$ cat src/rtl/riscv_v_bw_reduct_seq.sv
// riscv_v_bw_reduct_seq: multi-beat sequencer for vredand/vredor/vredxor.
// Each source beat passes through the shared bitwise unit twice. The first
// pass (FOLD, reduct mode) folds the beat to one element. The second pass
// (COMB) merges that element into an accumulator, which starts from the
// masked scalar operand.
// Optional feature macro: RISCV_V_BW_REDUCT_SEQ_KILL_EN adds a 'kill' input.
// It aborts an in-flight sequence and returns the block to IDLE.
module riscv_v_bw_reduct_seq #(
   parameter int DATA_WIDTH    = 128,
   parameter int MAX_LMUL_LOG2 = 3
) (
   input  logic                       clk,
   input  logic                       rst,
`ifdef RISCV_V_BW_REDUCT_SEQ_KILL_EN
   input  logic                       kill,
`endif
   input  logic                       req_valid,
   output logic                       req_ready,
   input  logic [1:0]                 req_op,
   input  logic [MAX_LMUL_LOG2-1:0]   req_lmul,
   input  logic [1:0]                 req_osize,
   input  logic [63:0]                req_scalar,
   input  logic                       src_valid,
   output logic                       src_ready,
   input  logic [DATA_WIDTH-1:0]      src_data,
   input  logic [DATA_WIDTH/8-1:0]    src_byte_valid,
   output logic                       bw_is_and,
   output logic                       bw_is_or,
   output logic                       bw_is_xor,
   output logic                       bw_is_reduct,
   output logic                       bw_is_reduct_n,
   output logic [3:0]                 bw_osize_vector,
   output logic [DATA_WIDTH-1:0]      bw_srca,
   output logic [DATA_WIDTH-1:0]      bw_srcb,
   output logic [DATA_WIDTH/8-1:0]    bw_srcb_valid,
   input  logic [DATA_WIDTH-1:0]      bw_result,
   output logic                       res_valid,
   input  logic                       res_ready,
   output logic [63:0]                res_data
);

   localparam int NUM_BYTES = DATA_WIDTH / 8;
   localparam logic [MAX_LMUL_LOG2-1:0] LMUL_MAX = MAX_LMUL_LOG2'(MAX_LMUL_LOG2);

   typedef enum logic [1:0] {IDLE, FOLD, COMB, RESP} state_t;

   state_t                   state;
   logic [1:0]               op_q;
   logic [1:0]               osize_q;
   logic [MAX_LMUL_LOG2-1:0] last_q;
   logic [MAX_LMUL_LOG2-1:0] cnt;
   logic [63:0]              acc;
   logic [63:0]              fold;
   logic                     res_valid_q;

   logic [MAX_LMUL_LOG2-1:0] lmul_c;
   logic [MAX_LMUL_LOG2-1:0] last_n;
   logic [63:0]              unit_res;
   logic                     kill_act;
   logic                     sel_and, sel_or, sel_xor;
   logic                     unused_hi;

   // Only the low 64 bits of the unit result carry the folded element.
   assign unused_hi = ^bw_result[DATA_WIDTH-1:64];

   // Keep the low 2^osize bytes of a 64-bit value.
   function automatic logic [63:0] osize_mask(input logic [1:0] s);
      case (s)
         2'd0:    return 64'h0000_0000_0000_00FF;
         2'd1:    return 64'h0000_0000_0000_FFFF;
         2'd2:    return 64'h0000_0000_FFFF_FFFF;
         default: return 64'hFFFF_FFFF_FFFF_FFFF;
      endcase
   endfunction

`ifdef RISCV_V_BW_REDUCT_SEQ_KILL_EN
   assign kill_act = kill && (state != IDLE);
`else
   assign kill_act = 1'b0;
`endif

   // Clamp lmul to the largest supported group and form the index of the last beat.
   always_comb begin
      lmul_c = (req_lmul > LMUL_MAX) ? LMUL_MAX : req_lmul;
      last_n = '0;
      for (int i = 0; i < MAX_LMUL_LOG2; i++)
         last_n[i] = (i < int'(lmul_c));
   end

   assign unit_res = bw_result[63:0] & osize_mask(osize_q);

   // Decode the unit select from the latched op while the unit is in use.
   always_comb begin
      sel_and = 1'b0;
      sel_or  = 1'b0;
      sel_xor = 1'b0;
      if (state == FOLD || state == COMB) begin
         sel_and = (op_q == 2'd0);
         sel_or  = (op_q == 2'd1);
         sel_xor = (op_q == 2'd2);
      end
   end

   // Operand steering to the shared bitwise unit for the fold and merge passes.
   always_comb begin
      bw_is_reduct  = 1'b0;
      bw_srca       = '0;
      bw_srcb       = '0;
      bw_srcb_valid = '0;
      case (state)
         FOLD: begin
            bw_is_reduct = 1'b1;
            if (op_q == 2'd0) begin
               // Inactive bytes become 0xFF so they cannot clear any AND result bits.
               for (int b = 0; b < NUM_BYTES; b++)
                  bw_srcb[8*b +: 8] = src_byte_valid[b] ? src_data[8*b +: 8] : 8'hFF;
               bw_srcb_valid = '1;
            end else begin
               bw_srcb       = src_data;
               bw_srcb_valid = src_byte_valid;
            end
         end
         COMB: begin
            bw_srca = DATA_WIDTH'(acc);
            bw_srcb = DATA_WIDTH'(fold);
            for (int b = 0; b < NUM_BYTES; b++)
               bw_srcb_valid[b] = (b < (1 << osize_q));
         end
         default: ;
      endcase
   end

   assign bw_is_and       = sel_and;
   assign bw_is_or        = sel_or;
   assign bw_is_xor       = sel_xor;
   assign bw_is_reduct_n  = ~bw_is_reduct;
   assign bw_osize_vector = (state != IDLE) ? 4'(4'b0001 << osize_q) : 4'b0000;
   assign src_ready       = (state == FOLD) && !kill_act;
   assign res_valid       = res_valid_q && !kill_act;
   assign res_data        = res_valid_q ? acc : 64'd0;

   // Sequencer: IDLE -> (FOLD -> COMB) x nbeats -> RESP -> IDLE.
   always_ff @(posedge clk or posedge rst) begin
      if (rst) begin
         state       <= IDLE;
         op_q        <= 2'd0;
         osize_q     <= 2'd0;
         last_q      <= '0;
         cnt         <= '0;
         acc         <= 64'd0;
         fold        <= 64'd0;
         req_ready   <= 1'b0;
         res_valid_q <= 1'b0;
      end else if (kill_act) begin
         state       <= IDLE;
         cnt         <= '0;
         acc         <= 64'd0;
         fold        <= 64'd0;
         req_ready   <= 1'b1;
         res_valid_q <= 1'b0;
      end else begin
         case (state)
            IDLE: begin
               if (req_valid && req_ready) begin
                  op_q      <= req_op;
                  osize_q   <= req_osize;
                  last_q    <= last_n;
                  acc       <= req_scalar & osize_mask(req_osize);
                  cnt       <= '0;
                  req_ready <= 1'b0;
                  state     <= FOLD;
               end else begin
                  req_ready <= 1'b1;
               end
            end
            FOLD: begin
               if (src_valid) begin
                  fold  <= unit_res;
                  state <= COMB;
               end
            end
            COMB: begin
               acc <= unit_res;
               if (cnt == last_q) begin
                  res_valid_q <= 1'b1;
                  state       <= RESP;
               end else begin
                  cnt   <= cnt + 1'b1;
                  state <= FOLD;
               end
            end
            RESP: begin
               if (res_ready) begin
                  res_valid_q <= 1'b0;
                  req_ready   <= 1'b1;
                  state       <= IDLE;
               end
            end
            default: state <= IDLE;
         endcase
      end
   end

endmodule

$ cat config.mk
export PLATFORM = sky130hd
export DESIGN_NAME = riscv_v_bw_reduct_seq
export DESIGN_NICKNAME = d
export VERILOG_FILES = /design/src/rtl/riscv_v_bw_reduct_seq.sv
export SDC_FILE = /design/constraint.sdc
export NUM_CORES = 1
export LEC_CHECK = 0
export ABC_CLOCK_PERIOD_IN_PS = 4200
export CAP_MARGIN = 20
export CORE_AREA = 2 2 271 273
export CTS_CLUSTER_DIAMETER = 120
export DETAILED_ROUTE_END_ITERATION = 6
export DIE_AREA = 0 0 273 275
export PLACE_DENSITY = 0.42
export SETUP_SLACK_MARGIN = 0.02
export SYNTH_ARGS = -nofsm -noshare
export SYNTH_HDL_FRONTEND = slang
export SYNTH_SLANG_ARGS = --single-unit
$ cat constraint.sdc
create_clock -name clk -period 4.2 [get_ports clk]
set_clock_uncertainty 0.1 [all_clocks]
set_input_delay 0.63 -clock clk [delete_from_list [all_inputs] [get_ports clk]]
set_output_delay 0.63 -clock clk [all_outputs]
set_load 0.01 [all_outputs]
==> results.py <==
metrics = {
    "run_status": {
        "status": "complete, no violations",
    },
    "detailed_routing": {
        "vias": 10400,
        "route.met2.wl_mm": 25.7,
        "wirelength_mm": 50.3,
        "drtPass1Iterations": 5,
        "m1WireLength_mm": 20.4,
        "via_per_inst": 3.81,
        "drc": 0,
        "postRouteAntennaNets": 0,
        "topRoutingLayerUsed": "met5",
        "wl_per_cell_um": 18.4,
        "drtIter0Drc": 439,
        "wl_met3_mm": 3.45,
    },
    "yosys": {
        "syn_avg_cell_area_um2": 7.62,
        "synthCells": 1240,
        "async_flop_share_pct": 100,
        "ys_types": 46,
        "synth_area_um2": 9450,
        "synth-edff-count": 0,
        "synth_seq_cells": 142,
        "yosysTopAreaCell": "dfrtp_1",
        "synth_top_area_share_pct": 37.6,
        "synth_flop_cell": "dfrtp_1",
        "ys_warn_count": 0,
        "synth_common_cells": "nor2_1 (281), nand2_1 (162), dfrtp_1 (142)",
        "yosysMostFrequentCell": "nor2_1",
        "synth_seq_area_share_pct": 37.6,
        "synthTopCellsByArea": "dfrtp_1 (38%), nor2_1 (11%), and2_1 (8.7%)",
    },
    "floorplan": {
        "ios": 696,
        "fp.dieW_um": 273,
        "start_util_pct": 13.1,
        "die-area_um2": 75100,
        "row_count": 99,
        "die_h_um": 275,
        "coreArea_um2": 72300,
    },
    "setup_path": {
        "crit_fanout": 67,
        "worstPathRequired_ns": 3.47,
        "end_kind": "primary output",
        "cp.buffers_inverters": 3,
        "cp.arrival_ns": 3.12,
        "critPathMaxStageDelay_ns": 0.57,
        "crit_family": "buffers and inverters",
        "r2r_start": "state[0]",
        "cp-start-kind": "flop",
        "crit_type": "flop to primary output",
        "startpoint": "state[1]",
        "path_cells": "inv_1 -> ha_1 -> nand2_4 -> buf_12 -> o21ai_0 -> clkdlybuf4s50_1",
        "critPathSlowestCell": "clkdlybuf4s50_1",
    },
    "cts": {
        "cts-root-buf": "clkbuf_16",
        "numCtsBuffers": 17,
        "cts_sinks": 142,
        "cts.path.max_buffers": 2,
        "postCtsSetupRepairBufs": 0,
        "clkLatencyLatePin_ns": 0.47,
        "hold_buffers": 0,
        "htreeDepth": 4,
        "cts_tree": "yes",
        "cts_resized": 0,
        "cts.reportedPaths.clkPinSlew_ns": 0.06,
    },
    "finish": {
        "drive_gt1_share_pct": 5.32,
        "regArea_um2": 3550,
        "final_nets": 2115,
        "multi_input_area_um2": 5220,
        "area_delta_synth_final_pct": 74.7,
        "nFillCells": 7940,
        "stdcell_count": 2729,
    },
    "pwr": {
        "swShare_pct": 44.4,
        "power_mw": 11.8,
        "pwr-share-comb_pct": 65.2,
        "seqPwrFrac_pct": 21.9,
        "p_int_mw": 6.57,
        "cellLeakagePower_nw": 6.39,
        "pwr-share-clk_pct": 12.9,
        "ir_worst_vdd_uv": 529,
        "p_sw_mw": 5.24,
        "power.density_nw_per_um2": 715,
    },
    "placed_design": {
        "dpl.hpwl_mm": 39.5,
        "dp_slack_ns": 0.742,
        "routabilityCongestion": 0.786,
        "dp_cells": 2694,
        "io_buffers": 567,
    },
    "grt": {
        "grt_pass1_wl_mm": 71.9,
        "grt_start_max_net_pins": 122,
        "globalRouteTotalUtil_pct": 13.1,
        "grt-ovfl-total": 0,
        "grt_pass1_vias": 10700,
        "antenna_found_initial": 9,
    },
    "sta": {
        "setup_ws_ns": 0.350,
        "max_freq_mhz": 260,
        "tns_ns": 0,
        "fin_crit_sh_pct": 91.7,
        "relSlewSlack_pct": 37.0,
        "rsz0062_at_grt": "false",
        "layout_min_cycle_time_ns": 3.85,
        "hold_viol_final": 0,
        "finalMaxSlewViolations": 0,
        "tightest_slew_ns": 0.945,
        "setup_violations": 0,
        "holdWs_ns": 0.381,
    },
    "worst_hold_path": {
        "hp-start": "fold[61]",
        "min_path_type": "flop to flop",
    },
    "run": {
        "maxCapViolations": 0,
    },
}
## power by group through the flow
stage | clock network, mW | registers, mW | logic, mW
detailed placement | 0 | 2.61 | 7.89
floorplan | 0 | 2.38 | 3.90
CTS | 1.59 | 2.60 | 7.90
finish | 1.52 | 2.58 | 7.70
global placement | 0 | 2.59 | 7.84
global route | 1.64 | 2.70 | 8.47
## layer usage
| metal | vias up | track usage (%) |
|---|---|---|
| met4 | 2 | 3.62 |
| met3 | 38 | 3.47 |
| met2 | 423 | 23.5 |
| li1 | 4994 | - |
| met1 | 4939 | 15.2 |
| met5 | - | 0 |
## final cells by class
cell class / count / area share (%)
timing repair buffer: 588 / 35.8
multi-input combinational: 992 / 31.6
sequential: 142 / 21.5
tap: 959 / 7.27
clock buffer: 19 / 2.62
clock inverter: 13 / 0.795
inverter: 13 / 0.318
antenna: 3 / 0.0455
## cell usage in the layout (no fill, tap or decap), types with 2 or more instances in the layout
master	netlist	final
clkdlybuf4s50_1	0	567
nor2_1	281	280
nand2_1	162	160
dfrtp_1	142	141
and2_1	132	130
o21ai_0	107	107
a21oi_1	66	66
conb_1	1	64
a32oi_1	38	38
o21ai_1	19	19
clkbuf_16	0	17
buf_4	66	14
mux2_2	12	12
inv_1	12	11
ha_1	13	11
a22oi_1	10	10
a22o_1	10	10
mux2i_1	9	9
nand2b_1	8	8
nor2_8	8	8
a2bb2oi_1	8	8
nor2_2	6	7
buf_12	1	7
o22ai_1	6	6
nor2b_1	6	5
a31oi_1	4	4
inv_6	0	4
diode_2	0	3
nand3_1	3	3
or2_2	2	3
xnor2_1	3	3
clkinv_4	0	3
nand4_1	2	2
nand2_4	0	2
nor2_4	2	2
clkinvlp_4	0	2
clkinv_2	0	2
inv_8	0	2
clkbuf_1	47	2
## sequential cells by signal (all words and copies together) (netlist names)
register and cells:
fold 64, last_q 3, acc 64, cnt 3, state 2, res_valid 1
op_q 2, osize_q 2, req_ready 1
## worst reg2reg max path, stage by stage, from the launching register on
cell,delay [ns]
dfrtp_1,0.42
inv_1,0.13
ha_4,0.19
buf_12,0.22
nor2b_2,0.21
buf_4,0.28
and2_2,0.78
a32oi_1,0.23
a21oi_1,0.18
## path summary, 6_finish.rpt
check / endpoint / slack [ns] / depth (start not counted)
hold / removal: fold[61] / 0.38 / 2
setup reg to reg: acc[36] / 1.40 / 8
hold reg to reg: fold[61] / 0.38 / 2
setup / recovery: bw_srcb_valid[3] / 0.35 / 6
min in group asynchronous: acc[3] / 0.52 / 2
max in group asynchronous: fold[27] / 2.64 / 3
## per-stage QoR
stage / util (%) / area (µm²)
6_report: 22.8 / 16500
5_1_grt: 22.8 / 16500
4_1_cts: 22.8 / 16500
3_5_place_dp: 22.0 / 15900
3_3_place_gp: 22.0 / 15900
2_1_floorplan: - / 9690
## logic make-up (layout without fill, tap and decap cells)
| kind of cell | after synthesis | after routing | share of synthesized area [%] |
|---|---|---|---|
| and+or+nand+nor | 614 | 614 | 30.1 |
| muxes | 21 | 21 | 2.38 |
| AOI/OAI and AO/OA | 277 | 277 | 17.6 |
| DFF | 142 | 142 | 37.6 |
| other | 1 | 67 | 0.0397 |
| adders and majority gates | 13 | 13 | 1.72 |
| xor gates and xnor gates | 3 | 3 | 0.278 |
| buffers and inverters | 169 | 633 | 10.2 |
No activity file was read; power rests on OpenSTA's default activity.
